[src/rtl/rotate_amount_finder_32.sv]
// rotate_amount_finder_32
//
// Purpose: given an original word and a rotated word, find the smallest
// rotate amount k (0..31) such that rotating originalData by k in the selected
// direction reproduces rotatedData. The search runs as one candidate per
// clock cycle. A request is accepted only from IDLE, and the result is held
// in DONE until it is consumed.
//
// Ports:
//   clk                       rising-edge clock
//   rst_n                     synchronous active-low reset
//   inValid / inReady         request handshake (inReady high only in IDLE)
//   sel_left_or_right_rotate  1 = right rotate, 0 = left rotate
//   originalData              unrotated 32-bit word
//   rotatedData               32-bit word to explain as a rotation
//   outValid / outReady       result handshake
//   found                     1 = a matching shift exists
//   shiftVal                  smallest matching shift (0 when found = 0)
//
// Configuration macro:
//   ROT_FIND_EARLY_EXIT_EN  when defined, the search stops at the first match.
//                           When it is undefined, the search always evaluates
//                           all 32 candidates and has constant latency.

module rotate_amount_finder_32 (
  input  logic        clk,
  input  logic        rst_n,
  input  logic        inValid,
  output logic        inReady,
  input  logic        sel_left_or_right_rotate,
  input  logic [31:0] originalData,
  input  logic [31:0] rotatedData,
  output logic        outValid,
  input  logic        outReady,
  output logic        found,
  output logic [4:0]  shiftVal
);

  localparam int DATA_W  = 32;
  localparam int SHIFT_W = 5;

  typedef enum logic [1:0] {
    IDLE   = 2'd0,
    SEARCH = 2'd1,
    DONE   = 2'd2
  } state_t;

  state_t               state, stateNext;
  logic [DATA_W-1:0]    capOrig;
  logic [DATA_W-1:0]    capRot;
  logic                 capDir;
  logic [SHIFT_W-1:0]   cand;
  logic                 foundReg;
  logic [SHIFT_W-1:0]   shiftReg;
  logic                 candMatch;
  logic                 lastCand;
  logic                 acceptFire;

  // A shift by 32 yields zero, so the k = 0 case falls out as w | 0 = w.
  function automatic logic [DATA_W-1:0] rotateWord(input logic [DATA_W-1:0]  w,
                                                   input logic [SHIFT_W-1:0] s,
                                                   input logic               right);
    logic [SHIFT_W:0] comp;
    comp = 6'd32 - {1'b0, s};
    if (right) rotateWord = (w >> s) | (w << comp);
    else       rotateWord = (w << s) | (w >> comp);
  endfunction

  assign candMatch  = (rotateWord(capOrig, cand, capDir) == capRot);
  assign lastCand   = (cand == 5'd31);
  assign acceptFire = inValid && inReady;

  always_ff @(posedge clk) begin
    if (!rst_n) state <= IDLE;
    else        state <= stateNext;
  end

  always_comb begin
    stateNext = state;
    inReady   = 1'b0;
    outValid  = 1'b0;
    case (state)
      IDLE: begin
        inReady = 1'b1;
        if (inValid) stateNext = SEARCH;
      end
      SEARCH: begin
        if (lastCand) stateNext = DONE;
`ifdef ROT_FIND_EARLY_EXIT_EN
        if (candMatch) stateNext = DONE;
`endif
      end
      DONE: begin
        outValid = 1'b1;
        if (outReady) stateNext = IDLE;
      end
      default: stateNext = IDLE;
    endcase
  end

  // Capture on accept, then scan candidates. The first match sets the result,
  // and later matches cannot replace it. The counter stops at 31 and does not wrap.
  always_ff @(posedge clk) begin
    if (!rst_n) begin
      capOrig  <= '0;
      capRot   <= '0;
      capDir   <= 1'b0;
      cand     <= '0;
      foundReg <= 1'b0;
      shiftReg <= '0;
    end else begin
      case (state)
        IDLE: begin
          if (acceptFire) begin
            capOrig  <= originalData;
            capRot   <= rotatedData;
            capDir   <= sel_left_or_right_rotate;
            cand     <= '0;
            foundReg <= 1'b0;
            shiftReg <= '0;
          end
        end
        SEARCH: begin
          if (candMatch && !foundReg) begin
            foundReg <= 1'b1;
            shiftReg <= cand;
          end
          if (!lastCand) cand <= cand + 5'd1;
        end
        default: ;
      endcase
    end
  end

  assign found    = foundReg;
  assign shiftVal = shiftReg;

endmodule

[config.mk]
export PLATFORM = sky130hd
export DESIGN_NAME = rotate_amount_finder_32
export DESIGN_NICKNAME = d
export VERILOG_FILES = /design/src/rtl/rotate_amount_finder_32.sv
export SDC_FILE = /design/constraint.sdc
export NUM_CORES = 1
export LEC_CHECK = 0
export ABC_AREA = 1
export CORE_ASPECT_RATIO = 0.6
export CORE_UTILIZATION = 45
export DETAILED_ROUTE_END_ITERATION = 12
export SYNTH_ARGS = -nofsm -noshare
export SYNTH_HDL_FRONTEND = slang
export SYNTH_SLANG_ARGS = --single-unit
[constraint.sdc]
create_clock -name clk -period 4.5 [get_ports clk]
set_clock_uncertainty 0.15 [all_clocks]
set_input_delay 0.675 -clock clk [delete_from_list [all_inputs] [get_ports clk]]
set_output_delay 0.675 -clock clk [all_outputs]
set_load 0.005 [all_outputs]
==> impl_summary.log <==
[metrics] Setup Buffers After CTS: 0
[metrics] synthesis-to-layout area growth: 10.5%
[metrics] global-route wire length before repair: 69.8 mm
[metrics] Netlist cell types: 36
[metrics] setup slack after placement: 958 ps
[metrics] most used cell along the critical path: nand2_1
[metrics] length of the first detailed-routing pass in iterations: 7
[metrics] weighted congestion at the end of routability-driven global placement: 0.991
[metrics] unrepaired setup endpoints after global routing: no
[metrics] overall routing resource usage: 0.417
[metrics] vias in the first global route: 11,700
[metrics] Resized cells post-CTS: 0
[metrics] Peak VDD IR: 0.199 mV
[metrics] Placement Cell Area: 0.0104 mm²
[metrics] fraction of the mapped netlist area in adder cells: 0.00386
[metrics] library cell used as clock root buffer: clkbuf_16
[metrics] total number of yosys warnings: 0
[metrics] top cells by area, synth: nand3_1, dfxtp_1, nand2_1
[metrics] Initial Utilization: 0.462
[metrics] Fmax: 268 MHz
[metrics] Boundary Pins: 77
[metrics] met2 usage: 0.585
[metrics] final critical-path share of the clock period: 0.830
[metrics] crit path max fanout: 25
[metrics] number of buffers inserted by hold repair at cts: 0
[metrics] share of async-settable or async-resettable flops after synthesis: 0
[metrics] floorplan row count: 41
[metrics] most congested layer reported by global routing: met2
[metrics] CP cell instances: inv_6 -> buf_4 -> nand2_1 -> nand3_1 -> nand3_1 -> nand2_1 -> nand3_1 -> nand2_1 -> inv_1 -> nand3_1 -> nand2_1 -> nand2_1 -> nand2_1 -> nor2_1 -> nand2_1 -> nor2_1 -> nand2_2 -> nor2_8 -> nand3_1 -> a21oi_1
[metrics] count of H-tree levels built during CTS: 3
[metrics] total power density per cell area: 313 mW/mm²
[metrics] worst-path cell with the longest stage delay: nand2_1
[metrics] Crit Path Category: flip-flop to flip-flop
[metrics] area fraction in compound gates after synthesis: 0.0753
[metrics] largest area contributor in the netlist: nand3_1
[metrics] mean cell area of the mapped netlist: 5.48 µm²
[metrics] count of final setup violators: 0
[metrics] number of synthesized flops with an enable pin: 0
[metrics] most repeated cell in the gate-level netlist after synthesis: nand3_1
[metrics] CTS Buf Count: 9
[metrics] area inside the core boundary: 0.0211 mm²
[metrics] Inst Count DP: 2,022
[metrics] share of layout cells above drive strength 1: 0.0529
[metrics] type of the worst min-delay path: flip-flop to flip-flop
[metrics] Crit path buffers/inverters: 3
[metrics] startpoint types: flip-flop
[metrics] data arrival time of the critical path: 3880 ps
[metrics] number of failing hold endpoints at the final stage: 0
[metrics] # Max-Cap Violations: 0
[metrics] xor/xnor share of the synthesized area: 0
[metrics] detail-routed net length per standard cell: 22.6 µm
[metrics] clock tree from TritonCTS: built
[metrics] Most used DFF post-synth: dfxtp_1
[metrics] clock sink count: 78
[metrics] Clock Path Buffers: 2
[metrics] final setup slack of the worst path: 763 ps
[metrics] overall routed net length: 46.0 mm
[metrics] final global-route overflow total: 0
[metrics] Filler Cells Inserted: 2,271
[metrics] cell type group with the largest total delay on the critical path: simple AND/OR/NAND/NOR gates
[metrics] die boundary height: 116 µm
[metrics] IO Port Bufs: 76
[metrics] total nets after synthesis: 1,847
[metrics] source-to-sink clock delay at the later pin of the worst-skew pair: 370 ps
[metrics] detailed-route via count: 13,500
[metrics] TNS Setup: 0 ps
[metrics] sequential-to-total area share from yosys stat: 0.160
[metrics] dpl hpwl: 32.5 mm
[metrics] cell area after layout: 0.0108 mm²
[metrics] clk slew on worst S/H paths: 70 ps
[metrics] clock period minus final worst setup slack: 3740 ps
[metrics] simple-gate share of the synthesized area: 0.662
[metrics] worst slew pin tran: 1180 ps
[metrics] most common library cells after synthesis: nand3_1, nand2_1, nor2_1
[metrics] combinational family with the most area after synthesis: simple AND/OR/NAND/NOR gates
[metrics] Post-Syn Area: 0.00973 mm²
[metrics] pin count of the biggest net entering global routing: 69
[metrics] DRT iter0 DRCs: 2,499
[metrics] count of pins over their slew limit: 0
[metrics] leakage power: 4.80 nW
[metrics] number of antenna violations at the first check in global routing: 2
[metrics] required time at the endpoint of the critical path: 4640 ps
[metrics] final non-filler cell total: 2,040
[metrics] drt drc: 0
[metrics] Synth top area share: 0.428
[metrics] headroom to the max-slew limit: 0.210
[metrics] outcome: finished, final reports clean
[metrics] met3 capacity usage during global routing: 0.134
[metrics] routed vias/inst: 6.63
[metrics] area enclosed by the die boundary: 0.0222 mm²
[metrics] multiplexer fraction of the synthesized cell area: 0
[metrics] capturing element type of the critical path: flip-flop
[metrics] number of nets with antenna violations after detailed routing: 0
[metrics] count of state elements after synthesis: 78
[metrics] Syn Inst Count: 1,775
[metrics] global-route track usage on met1: 0.581
[metrics] Chip Width: 192 µm
[metrics] CP peak stage delay: 480 ps
[metrics] final-stage net count: 1,826
==> state kept, by name, indices dropped and copies added (netlist names) <==
name and cells:
cand 5, capDir 1, capOrig 32, capRot 32, found 1, shiftVal 5, state 2
==> placed cells by master, fill, tap and decap left out, drive strengths merged, types with 2 or more instances in the layout <==
master / n
clkdlybuf4s50: 75
a31oi: 3
o211ai: 2
dfxtp: 78
clkinvlp: 2
clkinv: 3
a21oi: 57
nor3: 5
buf: 29
ha: 3
clkbuf: 11
nand3b: 13
o21ai: 79
nand4: 30
nand2: 329
diode: 2
inv: 72
nand3: 837
nor2: 127
==> per-layer routing <==
metal  wire length [µm]  up-vias  part of all wire
li1                   -     6181                 -
met1              19200     6093              0.42
met2              17700     1090              0.39
met3               6990      166              0.15
met4               2060        2             0.045
met5                 63        -            0.0014
==> worst reg2reg max path: stages (launching register included) <==
cell	delay [ps]
dfxtp_1	350
inv_6	160
buf_4	480
nand2_1	490
nand3_1	230
nand3_1	140
nand2_1	120
nand3_1	70
nand2_1	90
inv_1	60
nand3_1	100
nand2_1	60
nand2_1	60
nand2_1	50
nor2_1	290
nand2_1	100
nor2_1	130
nand2_2	100
nor2_8	140
nand3_1	110
a21oi_1	180
==> path summary, 6_finish.rpt <==
path                                        startpoint                        to  slack, ps  depth (start not counted)
worst max-delay path              cand[0]$_SDFFE_PN0P_  shiftVal[1]$_SDFFE_PN0P_        760                         20
worst min-delay path            capRot[0]$_SDFFE_PN0P_    capRot[0]$_SDFFE_PN0P_        320                          2
worst max register to register    cand[0]$_SDFFE_PN0P_  shiftVal[1]$_SDFFE_PN0P_        760                         20
worst min register to register  capRot[0]$_SDFFE_PN0P_    capRot[0]$_SDFFE_PN0P_        320                          2
==> power by group <==
group	internal, mW	switching, mW	leakage (nW)
Combinational	0.546	1.23	4.01
Sequential	0.743	0.0630	0.646
Clock	0.445	0.337	0.142
Total	1.73	1.63	4.80
==> final cells by class <==
| type | count | area [µm²] | area share |
|---|---|---|---|
| well taps | 279 | 349 | 0.0325 |
| diodes | 2 | 5.00 | 0.000466 |
| clock inverters | 5 | 58.8 | 0.00547 |
| clock buffers | 11 | 243 | 0.0226 |
| multi-input cells | 1488 | 7220 | 0.672 |
| repair buffers | 104 | 1030 | 0.0957 |
| flip-flops and latches | 78 | 1570 | 0.146 |
| inverters | 73 | 282 | 0.0262 |
==> logic make-up after synthesis <==
| logic type | count (synthesis) |
|---|---|
| and+or+nand+nor | 1342 |
| AOI/OAI and AO/OA | 143 |
| adders and majority gates | 3 |
| DFF | 78 |
| buffers and inverters | 209 |
==> stage by stage <==
step / hold WS, ps / utilization / power [mW]
after CTS: 330 / 0.510 / 3.29
after floorplan: 294 / - / 2.01
after detailed placement: 317 / 0.495 / 2.52
after global routing: 350 / 0.510 / 3.55
after global placement: 307 / 0.495 / 2.51
final: 324 / 0.510 / 3.37
No activity file was read; power rests on OpenSTA's default activity.
==> patch (config.mk and constraints unchanged) <==
The option `ROT_FIND_EARLY_EXIT_EN` is turned on by a define.
--- a/src/rtl/rotate_amount_finder_32.sv
+++ b/src/rtl/rotate_amount_finder_32.sv
@@ -21,6 +21,8 @@
 //   ROT_FIND_EARLY_EXIT_EN  when defined, the search stops at the first match.
 //                           When it is undefined, the search always evaluates
 //                           all 32 candidates and has constant latency.
+
+`define ROT_FIND_EARLY_EXIT_EN
 
 module rotate_amount_finder_32 (
   input  logic        clk,
Behaviour: not the same (a bounded check fails within 4 cycles, from zero or initial values and one cycle with rst_n low).
==> patch against the unedited design <==
Cell area rose by 3.7%; highest routed layer is now met4; routed wire length rose by 3.2%; worst setup slack got worse by 0.16 ns; synthesized area rose by 4.0%; cell count rose by 5.2%; power rose by 17%; via count rose by 3.0%; largest power group unchanged; sequential cell count did not move.
==> patch: results (changes against the unedited design) <==
Synth
  • Synth unique cells: 32 (-11%)
  • Top cells by area, synth: nand3_1, dfxtp_1, nand2_1

Timing
  • Hold Slack: 0.3227 ns (-0.001139 ns)
  • Worst-Margin Slew: 0.9055 ns (-0.2780 ns)

Cells and area
  • Net count, final: 1927 (+5.5%)
  • Share of cells above drive strength 1: 6.344% (+1.1 points)
  • Diode count: 0 (-2)

Drt
  • Met1 WL: 20170 um (+5.1%)
  • Met2 Routed Length: 18480 um (+4.1%)
  • DRT Wirelength: 47500 um (+3.2%)
  • Wire per inst: 22.14 um (-1.9%)

Global routing
  • Largest net degree at the start of global routing: 77 (+12%)
  • First-pass GRT wire length: 73040 um (+4.6%)
  • Initial antenna violation count: 1 (-1)
  • Total GRT Usage: 41.19% (-0.49 points)

Outcome
  • Status: finished, final reports clean

Placement
  • Post-place setup slack: 0.7967 ns (-0.1618 ns)
  • # placed instances: 2130 (+5.3%)
  • Hpwl dp: 34200 um (+5.4%)
  • Area post-placement: 10860 um2 (+4.0%)
  • Routability cong.: 0.9890 (-0.16%)

Worst setup path
  • Internal reg-to-reg setup slack: 0.60 ns (-0.16 ns)
  • Critical Path AT: 4.00 ns (+0.12 ns)

Pwr
  • Maximum vdd drop: 0.0002210 V (+11%)
  • Leakage: 5.164 nW (+7.6%)
==> patch: cell types whose count changed in the layout (fill, tap and decap cells not counted), moves of 10 or more <==
cell      delta
a21oi_1     -17
buf_4       +13
nand2_1     +70
nand2_2     +23
nand2_4     -10
nand3b_1    +10
nand4_1     -11
nor2_1      +19
==> patch: per-layer routing <==
metal,up-vias,track usage [%]
li1,6428,-
met1,6296,59.63
met2,1065,56.54
met3,155,10.16
met4,0,18.55
met5,-,0
==> patch: critical path: stages (launching register included) <==
cell and delay [ns]:
dfxtp_2 0.33, buf_4 0.70, nor2_8 0.09, nand2_2 0.12, nand2_1 0.07, nand2_2 0.43, buf_12 0.26, nor2_1 0.09
a21oi_1 0.20, nand3_1 0.14, nand3b_1 0.11, nand2_1 0.06, nor2_1 0.20, nand2_1 0.08, nor2_1 0.12, nand2_1 0.18
inv_2 0.13, nand3_4 0.11, nand3_1 0.11, nand2_1 0.07
==> patch: kinds of logic (layout without fill, tap and decap cells) <==
group,count (synthesis),after routing,synth area share [%]
fa+ha+maj,3,3,0.3709
simple gates,1441,1441,67.44
compound gates,127,127,6.440
buf+inv,213,211,10.32
flops,78,78,15.43
==> patch: final timing paths <==
kind,startpoint,depth (start not counted),to
worst min register to register,capRot[0],2,capRot[0]
worst max register to register,cand[1],19,shiftVal[1]
worst min-delay path,capRot[0],2,capRot[0]
worst max-delay path,cand[1],19,shiftVal[1]
==> patch: final cells by class <==
cell class                 instances  area [um2]  share of cell area [%]
timing repair buffer             116        1106                   9.917
clock inverter                     5       58.81                  0.5273
sequential                        78        1565                   14.03
clock buffer                      11       232.7                   2.087
inverter                          79       306.5                   2.748
multi-input combinational       1571        7526                   67.48
tap                              286       357.8                   3.208
==> patch: power breakdown <==
part	switching [mW]	internal, mW
Combinational	1.61	0.713
Clock	0.338	0.432
Sequential	0.0885	0.757
